[src/rtl/itermdu_pkg.sv]
// Shared definitions for the iterative multiply/divide unit: function codes and FSM state type.
// FUNC_MADD/FUNC_MSUB are accepted only when ITERMDU_MADD_EN is defined.
package itermdu_pkg;

  localparam int W_FUNC = 3;

  localparam logic [W_FUNC-1:0] FUNC_MUL  = 3'd0;
  localparam logic [W_FUNC-1:0] FUNC_DIV  = 3'd1;
  localparam logic [W_FUNC-1:0] FUNC_MADD = 3'd2;
  localparam logic [W_FUNC-1:0] FUNC_MSUB = 3'd3;

  typedef enum logic [2:0] {
    StIdle,
    StMul,
    StDiv,
    StFix,
    StDone
  } itermdu_state_t;

  function automatic logic func_valid(input logic [W_FUNC-1:0] f);
`ifdef ITERMDU_MADD_EN
    return (f == FUNC_MUL) || (f == FUNC_DIV) || (f == FUNC_MADD) || (f == FUNC_MSUB);
`else
    return (f == FUNC_MUL) || (f == FUNC_DIV);
`endif
  endfunction

endpackage

[src/rtl/itermdu_divstep.sv]
// One combinational restoring-division step: trial-subtract the divisor from the shifted
// partial remainder and keep the difference when it does not borrow.
module itermdu_divstep #(
  parameter int unsigned WIDTH = 32
) (
  input  logic [WIDTH:0]   rem_in,
  input  logic [WIDTH-1:0] divisor,
  output logic [WIDTH-1:0] rem_out,
  output logic             q
);

  always_comb begin
    q = (rem_in >= {1'b0, divisor});
    // A kept difference is always below the divisor, so it fits in WIDTH bits.
    rem_out = q ? (rem_in[WIDTH-1:0] - divisor) : rem_in[WIDTH-1:0];
  end

endmodule

[src/rtl/itermdu.sv]
// Iterative multiply/divide unit with busy/done handshake and registered {hi, lo} result.
// Define ITERMDU_MADD_EN to enable multiply-accumulate/subtract against {hi_in, lo_in}.
module itermdu
  import itermdu_pkg::*;
#(
  parameter int unsigned WIDTH    = 32,
  parameter int unsigned MUL_STEP = 1
) (
  input  logic              clk,
  input  logic              rst_n,
  input  logic              start,
  input  logic [W_FUNC-1:0] func,
  input  logic              sign,
  input  logic [WIDTH-1:0]  source_a,
  input  logic [WIDTH-1:0]  source_b,
  input  logic [WIDTH-1:0]  hi_in,
  input  logic [WIDTH-1:0]  lo_in,
  input  logic              flush,
  output logic              busy,
  output logic              done,
  output logic [WIDTH-1:0]  hi,
  output logic [WIDTH-1:0]  lo
);

  localparam int unsigned CW = $clog2(WIDTH + 1);
  localparam int unsigned PW = WIDTH + MUL_STEP;
  localparam logic [CW-1:0] KMul = CW'(WIDTH / MUL_STEP);
  localparam logic [CW-1:0] KDiv = CW'(WIDTH);

  itermdu_state_t state, state_next;

  logic [WIDTH-1:0]   a_mag, a_raw, b_mag;
  logic [2*WIDTH-1:0] acc;
  logic [WIDTH-1:0]   rem;
  logic [CW-1:0]      cnt;
  logic               neg_res, neg_rem, div_zero;
  logic [W_FUNC-1:0]  func_q;

  logic               accept, is_div;
  logic [WIDTH-1:0]   abs_a, abs_b;

  assign accept = start && func_valid(func) && ((state == StIdle) || (state == StDone));
  assign is_div = (func == FUNC_DIV);
  assign abs_a  = (sign && source_a[WIDTH-1]) ? -source_a : source_a;
  assign abs_b  = (sign && source_b[WIDTH-1]) ? -source_b : source_b;

  // Multiply step: add multiplicand times the low MUL_STEP multiplier bits, shift right.
  logic [MUL_STEP-1:0]         digit;
  logic [PW-1:0]               partial, sum;
  logic [2*WIDTH+MUL_STEP-1:0] wide;
  logic [2*WIDTH-1:0]          acc_mul;

  always_comb begin
    digit   = acc[MUL_STEP-1:0];
    partial = PW'(a_mag) * PW'(digit);
    sum     = PW'(acc[2*WIDTH-1:WIDTH]) + partial;
    wide    = {sum, acc[WIDTH-1:0]};
    acc_mul = wide[2*WIDTH+MUL_STEP-1:MUL_STEP];
  end

  // Divide step: dividend bits shift out of acc's low word, quotient bits shift in.
  logic [WIDTH-1:0]   rem_div;
  logic               qbit;
  logic [2*WIDTH-1:0] acc_div;

  itermdu_divstep #(.WIDTH(WIDTH)) u_divstep (
    .rem_in  ({rem, acc[WIDTH-1]}),
    .divisor (b_mag),
    .rem_out (rem_div),
    .q       (qbit)
  );

  assign acc_div = {acc[2*WIDTH-1:WIDTH], acc[WIDTH-2:0], qbit};

  logic [2*WIDTH-1:0] prod, res_mul;
  logic [WIDTH-1:0]   res_hi, res_lo;

  always_comb begin
    prod = neg_res ? -acc : acc;
`ifdef ITERMDU_MADD_EN
    if (func_q == FUNC_MADD) begin
      res_mul = {hi_in, lo_in} + prod;
    end else if (func_q == FUNC_MSUB) begin
      res_mul = {hi_in, lo_in} - prod;
    end else begin
      res_mul = prod;
    end
`else
    res_mul = prod;
`endif
    if (func_q != FUNC_DIV) begin
      {res_hi, res_lo} = res_mul;
    end else if (div_zero) begin
      res_hi = a_raw;
      res_lo = '1;
    end else begin
      res_hi = neg_rem ? -rem : rem;
      res_lo = neg_res ? -acc[WIDTH-1:0] : acc[WIDTH-1:0];
    end
  end

`ifndef ITERMDU_MADD_EN
  logic unused_acc_in;
  assign unused_acc_in = ^{hi_in, lo_in};
`endif

  always_ff @(posedge clk) begin
    if (!rst_n) begin
      state <= StIdle;
    end else begin
      state <= state_next;
    end
  end

  always_comb begin
    state_next = state;
    unique case (state)
      StIdle, StDone: state_next = accept ? (is_div ? StDiv : StMul) : StIdle;
      StMul, StDiv:   if (cnt == CW'(1)) state_next = StFix;
      StFix:          state_next = StDone;
      default:        state_next = StIdle;
    endcase
    if (flush) state_next = StIdle;
  end

  always_comb begin
    busy = (state == StMul) || (state == StDiv) || (state == StFix);
    done = (state == StDone);
  end

  always_ff @(posedge clk) begin
    if (!rst_n) begin
      a_mag    <= '0;
      a_raw    <= '0;
      b_mag    <= '0;
      acc      <= '0;
      rem      <= '0;
      cnt      <= '0;
      neg_res  <= 1'b0;
      neg_rem  <= 1'b0;
      div_zero <= 1'b0;
      func_q   <= '0;
      hi       <= '0;
      lo       <= '0;
    end else if (accept && !flush) begin
      a_mag    <= abs_a;
      a_raw    <= source_a;
      b_mag    <= abs_b;
      acc      <= {{WIDTH{1'b0}}, is_div ? abs_a : abs_b};
      rem      <= '0;
      cnt      <= is_div ? KDiv : KMul;
      neg_res  <= sign && (source_a[WIDTH-1] ^ source_b[WIDTH-1]);
      neg_rem  <= sign && source_a[WIDTH-1];
      div_zero <= (source_b == '0);
      func_q   <= func;
    end else if (state == StMul) begin
      acc <= acc_mul;
      cnt <= cnt - CW'(1);
    end else if (state == StDiv) begin
      acc <= acc_div;
      rem <= rem_div;
      cnt <= cnt - CW'(1);
    end else if ((state == StFix) && !flush) begin
      hi <= res_hi;
      lo <= res_lo;
    end
  end

endmodule

[config.mk]
export PLATFORM = sky130hd
export DESIGN_NAME = itermdu
export DESIGN_NICKNAME = d
export VERILOG_FILES = /design/src/rtl/itermdu_pkg.sv /design/src/rtl/itermdu_divstep.sv /design/src/rtl/itermdu.sv
export SDC_FILE = /design/constraint.sdc
export NUM_CORES = 1
export LEC_CHECK = 0
export ABC_CLOCK_PERIOD_IN_PS = 5200
export CORE_ASPECT_RATIO = 1.25
export CORE_UTILIZATION = 35
export CTS_CLUSTER_SIZE = 10
export DETAILED_ROUTE_END_ITERATION = 7
export HOLD_SLACK_MARGIN = 0.15
export PLACE_DENSITY = 0.56
export SLEW_MARGIN = 20
export SYNTH_ARGS = -nofsm -noshare
export SYNTH_HDL_FRONTEND = slang
export SYNTH_SLANG_ARGS = --single-unit
[constraint.sdc]
create_clock -name clk -period 5.2 [get_ports clk]
set_input_delay 1.04 -clock clk [delete_from_list [all_inputs] [get_ports clk]]
set_output_delay 1.04 -clock clk [all_outputs]
set_load 0.05 [all_outputs]
-- Word-level counts from Yosys, hierarchy flattened
Index checks and enable logic that the tools add are counted.
- muxes and demuxes: 21
- add/sub/neg operators: 8
- shift-type cells: 0
- $mul: 1
- reductions and logical operators: 23
- divide/modulo/power cells: 0
- magnitude comparators: 1
- equal/unequal tests: 8
- bitwise gates (word level): 5
- operators with widths (cell ; number):
    32-bit two-way mux ; 12
    64-bit two-way mux ; 2
    32-bit negator ; 4
    64-bit negator ; 1
    32-bit by 33-bit adder with 33-bit output ; 1
    33-bit by 32-bit greater-or-equal comparator with 1-bit output ; 1
    32-bit by 1-bit multiplier with 33-bit output ; 1
    32-bit zero test ; 1
    32-bit subtractor ; 1
    6-bit two-way mux ; 3
    3-bit case mux with 3 select lines ; 1
    2-bit OR reduction ; 4
    1-bit logical AND ; 7
    3-bit by 1-bit == test with 1-bit output (second input constant) ; 2
    3-bit by 2-bit == test with 1-bit output (second input constant) ; 2
    6-bit by 1-bit == test with 1-bit output (second input constant) ; 1
    3-bit zero test ; 2
    6-bit by 1-bit subtractor with 6-bit output (second input constant) ; 1
    1-bit logical OR ; 4
    2-bit two-way mux ; 2
    1-bit inverter ; 4
    4-bit AND reduction ; 1
    3-bit == test (second input constant) ; 1
    3-bit two-way mux ; 1
    other kinds (7) ; 7
- memories: 0
- RAM bits: 0
- logic and storage cells: 82
- input bits: 136
- bits in read-only memories: 0
- output and inout bits: 66
- bits in registers: 271
- latch bits: 0

-- Depth between registers and ports, before layout
- depth in word-level cells: 7
- gate-level depth with buffers: 15
- gate-level depth less buffers: 14

-- Hierarchy
Synthesis repeated with hierarchy kept, for this count alone.
- cells, all modules: 2307
- area, all modules: 17839.6 µm²
- modules (own cells, without submodules) (module ; cells each ; seq. area each (µm²) ; area each (µm²) ; times used):
    itermdu ; 1984 ; 5405.2 ; 15508.6 ; 1
    itermdu_divstep ; 323 ; 0.0 ; 2331.0 ; 1

-- Worst setup path after synthesis
OpenSTA, ideal clock, no wires.
- path type: register to register
- start point: register acc[0]
- end point: register acc[61]
- clock period less this slack: 3.595 ns
- path buffers: 1
- library setup time: 0.120 ns
- arrival: 3.475 ns
- cell stages (with the launch flop): 16
- setup slack: 1.605 ns
- required time: 5.080 ns
- path through: dfxtp_1 > clkbuf_1 > and2_1 > ha_1 > inv_1 > fa_1 > nor2b_1 > o21ai_1 > a21boi_1 > nor3_1 > o21a_1 > or4_1 > a221oi_2 > nand4b_1 > and3_1 > a211o_1
- cells in the longest elaborated chain, start to end: 3
- RTL lines (item ; RTL line ; RTL):
    start, declared ; itermdu.sv:33 ; logic [2*WIDTH-1:0] acc;
    start signal, assigned ; itermdu.sv:149 ; acc <= {{WIDTH{1'b0}}, is_div ? abs_a : abs_b};
    start signal, assigned ; itermdu.sv:157 ; acc <= acc_mul;
    start signal, assigned ; itermdu.sv:160 ; acc <= acc_div;
    32-bit by 1-bit multiplier with 33-bit output ; itermdu.sv:55 ; partial = PW'(a_mag) * PW'(digit);
    32-bit by 33-bit adder with 33-bit output ; itermdu.sv:56 ; sum = PW'(acc[2*WIDTH-1:WIDTH]) + partial;
    64-bit two-way mux ; itermdu.sv:156 ; end else if (state == StMul) begin
No other way between the ends. The select of a mux whose other input is x is not followed.
A chain may end at the register's enable or synchronous reset.

-- Worst setup path after layout
Ends and elaborated chain as after synthesis.

==> flow_summary.json <==
{
  "yosysTopAreaCell": "dfxtp_1",
  "synthDominantCellAreaShare_pct": 31.6,
  "drive_above_1_share_pct": 4.51,
  "antenna_found_initial": 1,
  "syn_nets": 2426,
  "grt_pass1_wl_um": 93800,
  "cts-htree-levels": 2,
  "cap_violations": 0,
  "power_density_mw_per_mm2": 273,
  "met3_usage_pct": 2.46,
  "post_drt_wl_per_cell_um": 21.0,
  "gr-total-overflow": 0,
  "dieWidth_um": 200,
  "num_rows": 90,
  "critical_path_class": "reg2reg",
  "fin_tns_setup_ns": 0,
  "drt_iter0_markers": 1121,
  "synth_edf_count": 0,
  "setup-violations-final": 0,
  "utilization_pct": 41.5,
  "worstSkewPairLatency_ns": 0.54,
  "period_share_pct": 77.1,
  "max_freq_mhz": 250,
  "grt_start_max_net_pins": 83,
  "post-dp-hpwl_um": 46900,
  "min_period_ns": 4.01,
  "drcViolationCount": 0,
  "peakVddDrop_uv": 161,
  "ys_types": 71,
  "use_met1_pct": 32.0,
  "busiest_layer": "met2",
  "hold_class": "reg2reg",
  "cp-start-kind": "flop",
  "crit_required_ns": 5.62,
  "leakage_nw": 7.69,
  "gr-usage-met2_pct": 41.0,
  "status": "finished, final reports clean",
  "die_area_mm2": 0.0498,
  "wirelength_um": 61700,
  "grtUsageTotal_pct": 24.6,
  "io_pins": 202,
  "drt_pass1_iterations": 6,
  "synth_seq_cells": 270,
  "port-buffer-count": 137,
  "hold_viol_final": 0,
  "postSynth.asyncResetShare_pct": 0,
  "post_cts.repair.setup_buffers": 0,
  "core_area_mm2": 0.0483,
  "cts_resized": 0,
  "seq_area_frac_synth_pct": 31.6,
  "hold_buffers": 0,
  "via_count": 16500,
  "ys.flop_type": "dfxtp_1",
  "nNetsFinal": 2480,
  "cts_tree": "yes",
  "slew_viol_final": 0,
  "die_h_um": 249,
  "cts_buffers": 34,
  "fin_skew_ns": 0.0170,
  "yosys_warnings": 0,
  "rsz0062_at_grt": "no",
  "crit_fanout": 6,
  "ant_nets": 0,
  "synthCells": 2218,
  "start_util_pct": 35.4,
  "slew_headroom_pct": 28.8,
  "synth.area.top_cells": "dfxtp_1 (32%), a21oi_1 (6.1%), nand2_1 (5.9%)",
  "cp.arrival_ns": 4.43,
  "clock_sinks": 270,
  "grt_pass1_vias": 15600,
  "clockRootBuffer": "clkbuf_16",
  "routabilityCongestion": 0.926,
  "clkTransAtPathRegs_ns": 0.06,
  "clockBufferDepth": 3,
  "endpoint_kind": "flop",
  "synthesis.area_mm2": 0.0171,
  "via_per_inst": 5.62,
  "syn_area_per_cell_um2": 7.72,
  "area_growth_pct": 17.1,
  "tightest_slew_ns": 1.07
}
-- report_power, final --
group,internal (W),switching (W)
clock network,0.00133,0.000932
registers,0.00211,0.0000458
logic,0.000400,0.000667
total,0.00383,0.00165
-- worst max-delay path, cell delays in order (launching register included) --
cell and delay [ns]:
dfxtp_1 0.43, and2_1 0.18, ha_1 0.20, inv_1 0.07, fa_1 0.40, nor2b_1 0.15, o21ai_1 0.09, a21boi_1 0.27
nor3_1 0.11, o21a_1 0.25, or4_1 0.54, a221oi_2 0.51, nand4b_1 0.21, and3_1 0.22, a211o_1 0.26
-- synthesized netlist by cell type, drive strengths merged, types with 42 or more instances --
library cell / n
nand2: 272
dfxtp: 270
a21oi: 209
o21ai: 206
nor2: 135
clkbuf: 124
xnor2: 116
xor2: 92
inv: 74
ha: 70
nand3: 57
o22ai: 44
mux2i: 43
o31ai: 42
-- through the flow --
stage / cell area, µm² / hold slack, ns / total power, W / std cells / setup slack, ns
6_report: 20100 / 0.449 / 0.00548 / 2931 / 1.19
5_1_grt: 20000 / 0.469 / 0.00568 / 2929 / 0.907
4_1_cts: 20000 / 0.447 / 0.00551 / 2929 / 1.21
3_5_place_dp: 19000 / 0.435 / 0.00325 / 2880 / 0.670
3_3_place_gp: 19000 / 0.428 / 0.00324 / 2880 / 0.676
2_1_floorplan: 17100 / 0.417 / 0.00288 / 2218 / 1.60
-- registers in the layout (all words and copies together) (netlist names) --
signal / cells
neg_res: 1
state: 3
hi: 32
div_zero: 1
neg_rem: 1
rem: 32
lo: 32
b_mag: 32
acc: 64
a_raw: 31
cnt: 6
func_q: 3
a_mag: 32
-- layout make-up --
cell class | count | area, µm²
timing repair buffer | 161 | 1570
tap | 644 | 806
clock buffer | 47 | 1000
clock inverter | 2 | 10.0
multi-input combinational | 1730 | 11000
inverter | 75 | 282
fill | 4873 | 28300
sequential | 270 | 5410
antenna | 2 | 5.00
-- cell usage in the layout (no fill, tap or decap), drive strengths merged, types with 5 or more instances in the layout --
cell type      count
nand2            272
dfxtp            270
a21oi            209
o21ai            206
clkdlybuf4s50    136
nor2             135
xnor2            116
xor2              92
inv               74
ha                70
nand3             57
clkbuf            47
o22ai             44
mux2i             43
o31ai             42
a21o              40
and2              40
o211ai            39
nor3              37
a22o              33
or3               25
buf               25
a211oi            22
a31oi             19
o41ai             19
or4               18
nor4              16
nor2b             16
nand4             12
and3              12
nor3b             12
nand2b            12
o21a              10
o21bai             7
a21boi             6
nand3b             5
o22a               5
or2                5
-- worst paths after layout --
kind                            cells after the start   endpoint  slack (ns)      start
worst max register to register                     14    acc[61]        1.19     acc[0]
worst max-delay path                               14    acc[61]        1.19     acc[0]
worst min register to register                      2  a_mag[27]        0.45  a_mag[27]
worst min-delay path                                2  a_mag[27]        0.45  a_mag[27]
-- cells by family (layout without fill, tap and decap cells) --
group,after synthesis,count (layout),share of synthesized area (%)
buf+inv,218,285,4.86
simple gates,684,684,19.0
mux,45,45,2.65
other cells,0,2,0
xor+xnor,208,208,10.6
flops,270,270,31.6
compound gates,721,721,25.9
fa+ha+maj,72,72,5.35
-- layer usage --
layer / vias to the layer above / part of all wire [%]
met5: - / 0
met4: 0 / 4.2
met3: 103 / 4.5
met2: 497 / 48
met1: 7866 / 43
li1: 8015 / -
Power figures use the tool's default switching activity.
